$ cat src/rtl/serial_adder_pkg.sv
// Shared definitions for the bit-serial adder: FSM state encoding and the
// default operand width.
package serial_adder_pkg;

  localparam int WIDTH_DEFAULT = 8;

  typedef enum logic [1:0] {
    ST_IDLE = 2'd0,
    ST_RUN  = 2'd1,
    ST_DONE = 2'd2
  } state_e;

endpackage : serial_adder_pkg

$ cat src/rtl/serial_adder_if.sv
// Request/result bundle of the serial adder.
//
// Handshake: start is a level sampled on every rising clk edge. It is accepted
// only in IDLE or DONE (busy=0). On acceptance a, b and cin are captured and
// need not be held afterwards. While busy=1 start is ignored. done is a
// one-cycle pulse marking sum/cout valid. sum/cout then hold until the next
// accepted start.
interface serial_adder_if
  import serial_adder_pkg::*;
#(
  parameter int WIDTH = WIDTH_DEFAULT
) ();

  logic             start;
  logic [WIDTH-1:0] a;
  logic [WIDTH-1:0] b;
  logic             cin;
  logic             busy;
  logic             done;
  logic [WIDTH-1:0] sum;
  logic             cout;

  modport master (
    output start, a, b, cin,
    input  busy, done, sum, cout
  );

  modport slave (
    input  start, a, b, cin,
    output busy, done, sum, cout
  );

endinterface : serial_adder_if

$ cat src/rtl/serial_adder_fa_bit.sv
// One-bit full adder; the only arithmetic in the serial adder.
module fa_bit (
  input  logic a,
  input  logic b,
  input  logic ci,
  output logic s,
  output logic co
);

  // Sum and majority carry of the three input bits.
  always_comb begin
    s  = a ^ b ^ ci;
    co = (a & b) | (a & ci) | (b & ci);
  end

endmodule : fa_bit

$ cat src/rtl/serial_adder.sv
// Bit-serial adder: one full-adder step per clock, LSB first. Operands sit in
// right-shifting registers, the carry lives in a flip-flop between bits, and
// each sum bit enters the sum register at its MSB so that after WIDTH steps
// the result is aligned. The FSM state is exported for debug.
module serial_adder
  import serial_adder_pkg::*;
#(
  parameter int WIDTH = WIDTH_DEFAULT
) (
  input  logic                 clk,
  input  logic                 rst,
  serial_adder_if.slave        bus,
  output state_e               dbg_state_o
);

  // A 1-bit counter is still needed when WIDTH is 2.
  localparam int CW = (WIDTH > 2) ? $clog2(WIDTH) : 1;
  localparam logic [CW-1:0] CNT_LAST = CW'(WIDTH - 1);

  state_e           state_q, state_d;
  logic [WIDTH-1:0] a_q, a_d;
  logic [WIDTH-1:0] b_q, b_d;
  logic [WIDTH-1:0] sum_q, sum_d;
  logic             carry_q, carry_d;
  logic             cout_q, cout_d;
  logic [CW-1:0]    cnt_q, cnt_d;

  logic fa_s;
  logic fa_co;

  fa_bit u_fa (
    .a  (a_q[0]),
    .b  (b_q[0]),
    .ci (carry_q),
    .s  (fa_s),
    .co (fa_co)
  );

  // Next-state logic: load on an accepted start, one bit step per RUN cycle.
  always_comb begin
    state_d = state_q;
    a_d     = a_q;
    b_d     = b_q;
    sum_d   = sum_q;
    carry_d = carry_q;
    cout_d  = cout_q;
    cnt_d   = cnt_q;
    case (state_q)
      ST_RUN: begin
        sum_d   = {fa_s, sum_q[WIDTH-1:1]};
        a_d     = a_q >> 1;
        b_d     = b_q >> 1;
        carry_d = fa_co;
        if (cnt_q == CNT_LAST) begin
          // Counter parks on its last value instead of wrapping.
          state_d = ST_DONE;
          cout_d  = fa_co;
        end else begin
          cnt_d = cnt_q + CW'(1);
        end
      end
      default: begin
        // IDLE and DONE both accept a new start; DONE otherwise falls to IDLE.
        if (bus.start) begin
          state_d = ST_RUN;
          a_d     = bus.a;
          b_d     = bus.b;
          carry_d = bus.cin;
          cnt_d   = '0;
          sum_d   = '0;
          cout_d  = 1'b0;
        end else begin
          state_d = ST_IDLE;
        end
      end
    endcase
  end

  // State registers with asynchronous clear of every datapath element.
  always_ff @(posedge clk or posedge rst) begin
    if (rst) begin
      state_q <= ST_IDLE;
      a_q     <= '0;
      b_q     <= '0;
      sum_q   <= '0;
      carry_q <= 1'b0;
      cout_q  <= 1'b0;
      cnt_q   <= '0;
    end else begin
      state_q <= state_d;
      a_q     <= a_d;
      b_q     <= b_d;
      sum_q   <= sum_d;
      carry_q <= carry_d;
      cout_q  <= cout_d;
      cnt_q   <= cnt_d;
    end
  end

  // Status decoded straight from the state register.
  always_comb begin
    bus.busy    = (state_q == ST_RUN);
    bus.done    = (state_q == ST_DONE);
    bus.sum     = sum_q;
    bus.cout    = cout_q;
    dbg_state_o = state_q;
  end

endmodule : serial_adder

$ cat src/flat_wrapper.sv
// flat-port wrapper written by rule: the top's interface ports become plain ports
module serial_adder_flat import serial_adder_pkg::*;
#(
  parameter int WIDTH = WIDTH_DEFAULT
)
  (clk, rst, dbg_state_o, bus_start, bus_a, bus_b, bus_cin, bus_busy, bus_done, bus_sum, bus_cout);
  serial_adder_if #(.WIDTH(WIDTH)) bus_i ();
  input  logic clk;
  input  logic rst;
  output state_e dbg_state_o;
  input wire logic [$bits(bus_i.start)-1:0] bus_start;
  input wire logic [$bits(bus_i.a)-1:0] bus_a;
  input wire logic [$bits(bus_i.b)-1:0] bus_b;
  input wire logic [$bits(bus_i.cin)-1:0] bus_cin;
  output wire logic [$bits(bus_i.busy)-1:0] bus_busy;
  output wire logic [$bits(bus_i.done)-1:0] bus_done;
  output wire logic [$bits(bus_i.sum)-1:0] bus_sum;
  output wire logic [$bits(bus_i.cout)-1:0] bus_cout;
  assign bus_i.start = bus_start;
  assign bus_i.a = bus_a;
  assign bus_i.b = bus_b;
  assign bus_i.cin = bus_cin;
  assign bus_busy = bus_i.busy;
  assign bus_done = bus_i.done;
  assign bus_sum = bus_i.sum;
  assign bus_cout = bus_i.cout;
  serial_adder #(.WIDTH(WIDTH)) u_core (.clk(clk), .rst(rst), .bus(bus_i), .dbg_state_o(dbg_state_o));
endmodule
$ cat config.mk
export PLATFORM = sky130hd
export DESIGN_NAME = serial_adder_flat
export DESIGN_NICKNAME = d
export VERILOG_FILES = /design/src/rtl/serial_adder_pkg.sv /design/src/rtl/serial_adder_if.sv /design/src/rtl/serial_adder_fa_bit.sv /design/src/rtl/serial_adder.sv /design/src/flat_wrapper.sv
export SDC_FILE = /design/constraint.sdc
export NUM_CORES = 1
export LEC_CHECK = 0
export BUFFER_PORTS_ARGS = -buffer_cell sky130_fd_sc_hd__buf_2
export CAP_MARGIN = 20
export CELL_PAD_IN_SITES_DETAIL_PLACEMENT = 0
export CELL_PAD_IN_SITES_GLOBAL_PLACEMENT = 1
export CORE_MARGIN = 8
export CORE_UTILIZATION = 35
export DETAILED_ROUTE_END_ITERATION = 8
export GPL_TIMING_DRIVEN = 0
export PLACE_DENSITY_LB_ADDON = 0.1
export SETUP_SLACK_MARGIN = 0.02
export SLEW_MARGIN = 20
export SYNTH_ARGS = -nofsm -noshare
export SYNTH_HDL_FRONTEND = slang
export SYNTH_SLANG_ARGS = --single-unit
$ cat constraint.sdc
create_clock -name clk -period 3.6 [get_ports clk]
set_clock_uncertainty 0.15 [all_clocks]
set_input_delay 0.72 -clock clk [delete_from_list [all_inputs] [get_ports clk]]
set_output_delay 0.72 -clock clk [all_outputs]
set_load 0.05 [all_outputs]
==> key figures <==
Global route
  • GRT overflow: 0
  • Antenna violations before repair: 0
  • Total global-route track usage: 0.09795
  • Largest net degree at the start of global routing: 32
  • First-pass GRT wire length: 5485 um
  • Vias in the first global route: 1144

Logic synthesis
  • Mapped Cells: 139
  • Post-synth EDFFs: 0
  • Avg Cell Area, Syn: 11.43 um^2
  • Synth cell types: 24
  • YS warnings: 0
  • Async set or reset register ratio after synthesis: 1.000
  • Synthesized Nets: 163
  • Synthesized cell area: 0.001589 mm^2
  • FF+latch count, synth: 31
  • Sequential area share after synthesis: 0.4882
  • Synth Flop Type: dfrtp_1

Floorplanning
  • Placement row count: 24
  • DIE WIDTH: 83.38 um
  • Die Y: 83.38 um
  • Core Area: 0.004354 mm^2
  • Initial Util: 0.3649
  • Die area: 0.006952 mm^2
  • IO Count: 33

Setup path
  • Kind of critical path: flip-flop to primary output
  • Worst Path Required: 2.73 ns
  • Reg2reg start: u_core.cnt_q[0]
  • Worst-path fanout max: 10
  • Crit path launch type: flip-flop
  • Slowest cell on crit path: dfrtp_1
  • CP Cell Sequence: nand2b_4 -> buf_12 -> inv_8 -> buf_8 -> buf_2
  • Crit path capture type: primary output
  • Crit path max-delay family: buffers and inverters
  • CP arrival: 1.42 ns
  • CP Buf/Inv Count: 4
  • Slowest stage delay, CP: 0.38 ns
  • Worst Setup SP: u_core.dbg_state_o[1]

Layout
  • Nets: 202
  • Final core occ: 0.4397
  • Layout cell share with drive strength beyond 1: 0.3855
  • Layout Cells excl Fill: 231
  • Diodes inserted: 0
  • Layout area overhead: 20.47%

Timing
  • RSZ-0062 raised after global routing: false
  • Worst Slack Setup Final: 1.307 ns
  • Fmax: 436.0 MHz
  • Period utilization: 0.6371
  • Setup tns final: 0 ns
  • Final setup viols: 0
  • Fin. Hold Viols: 0
  • Tmin final: 2.294 ns
  • Fin. max-slew vios: 0
  • Slew @ Worst Pin: 0.6682 ns
  • Max_slew headroom: 0.5539

CTS
  • Post-CTS Hold Buffers: 0
  • Root buf cell: clkbuf_8
  • Post-CTS sizing: 0
  • CTS Sinks: 31
  • Depth of the CTS H-tree: 2
  • Skew-Pair Late Insertion Delay: 0.28 ns
  • Clk slew on worst S/H paths: 0.06 ns
  • CTS tree: yes
  • Num CTS Buffers: 5
  • Clk buf depth: 2
  • Setup fix buffers added after clock tree synthesis: 0

Drt
  • Drt wl/cell: 14.51 um
  • DR vias/cell: 4.762
  • Total Wirelength: 3352 um
  • DR iter-0 viols: 49
  • DRT antenna net count: 0
  • Via count: 1100
  • DR pass1 iterations: 4
  • Remaining DRCs: 0

Power and ir drop
  • Total power: 1822 uW
  • P per Cell Area: 951.8 mW/mm^2
  • Pleak: 0.0009774 uW
  • Maximum VDD drop: 525.2 uV

Place
  • Pre-CTS WS: 1.588 ns
  • DP HPWL: 2393 um
  • Placed Cells incl. Taps: 223
  • Gpl congestion: 0.6930
  • Number of port buffers: 32

Hold path
  • Hold_sp: u_core.a_q[5]
  • Min-Delay Path Class: flip-flop to flip-flop

Outcome
  • Status: complete, no violations

Run
  • # Max-Cap Violations: 0
==> routing by layer <==
metal / GRT usage / vias to the layer above / part of all wire
met5: 0 / - / 0
met4: 0.03834 / 0 / 0.013
met3: 0.04590 / 5 / 0.057
met2: 0.1605 / 24 / 0.50
met1: 0.1066 / 527 / 0.43
li1: - / 544 / -
==> cells in the final DEF, fill, tap and decap left out, drive strengths merged <==
cell / n
a21oi: 1
and2: 1
and2b: 1
buf: 41
clkbuf: 8
dfrtp: 31
fa: 1
ha: 3
inv: 5
mux2i: 18
nand2: 30
nand2b: 1
nand3b: 12
nor2: 4
o211a: 1
o21ai: 20
xor2: 1
==> cell type report <==
class	instances	area, um^2
fillers	430	2440
plain buffers	9	116.4
clock buffers	8	100.1
flip-flops and latches	31	775.7
repair buffers	32	160.2
multi-input cells	94	670.6
inverters	5	26.28
well taps	52	65.06
==> worst min-delay path, delay by kind of cell, from the launching register on <==
kind               cells  cell delay [ns]
AOI/OAI and AO/OA      1             0.05
and+or+nand+nor        1             0.06
DFF                    1             0.34
==> report_power, final <==
group	switching [uW]	total, uW	internal, uW
registers	90.5	589	499
clock network	124	298	174
logic	583	935	352
==> synthesized netlist by cell type (all sizes together) (3+ instances only) <==
master	number	area [um^2]
o21ai	20	152.6
nand2	30	112.6
nor2	4	20.02
mux2i	18	180.2
buf	9	116.4
dfrtp	31	775.7
ha	3	37.54
inv	5	26.27
nand3b	12	90.09
==> sequential cells by signal, indices dropped and copies added (netlist names) <==
signal / flops
u_core.b_q: 8
u_core.cnt_q: 3
u_core.a_q: 8
u_core.bus.sum: 8
u_core.bus.cout: 1
u_core.dbg_state_o: 2
u_core.carry_q: 1
==> final timing paths <==
check                                  end  slack (ns)  depth (start not counted)
max                               bus_busy        1.31                          5
min in group asynchronous    u_core.b_q[3]        0.39                          2
max reg2reg                u_core.cnt_q[1]        2.19                          4
min reg2reg                  u_core.a_q[4]        0.33                          2
max in group asynchronous    u_core.a_q[1]        2.48                          2
min                          u_core.a_q[4]        0.33                          2
==> stage by stage <==
step | hold slack, ns | cell area [um^2]
global route | 0.3675 | 1914
CTS | 0.3340 | 1914
floorplan | 0.3001 | 1589
finish | 0.3279 | 1914
global placement | 0.3149 | 1814
detailed placement | 0.3197 | 1814
==> cell families after synthesis <==
group,after synthesis,synth area share
adder cells (fa/ha/maj),4,0.03622
AND/OR/NAND/NOR,49,0.1591
flip-flops,31,0.4882
AO/OA/AOI/OAI,22,0.1079
XOR/XNOR,1,0.005513
buffers and inverters,14,0.08975
multiplexers,18,0.1134
No activity file was read; power rests on OpenSTA's default activity.
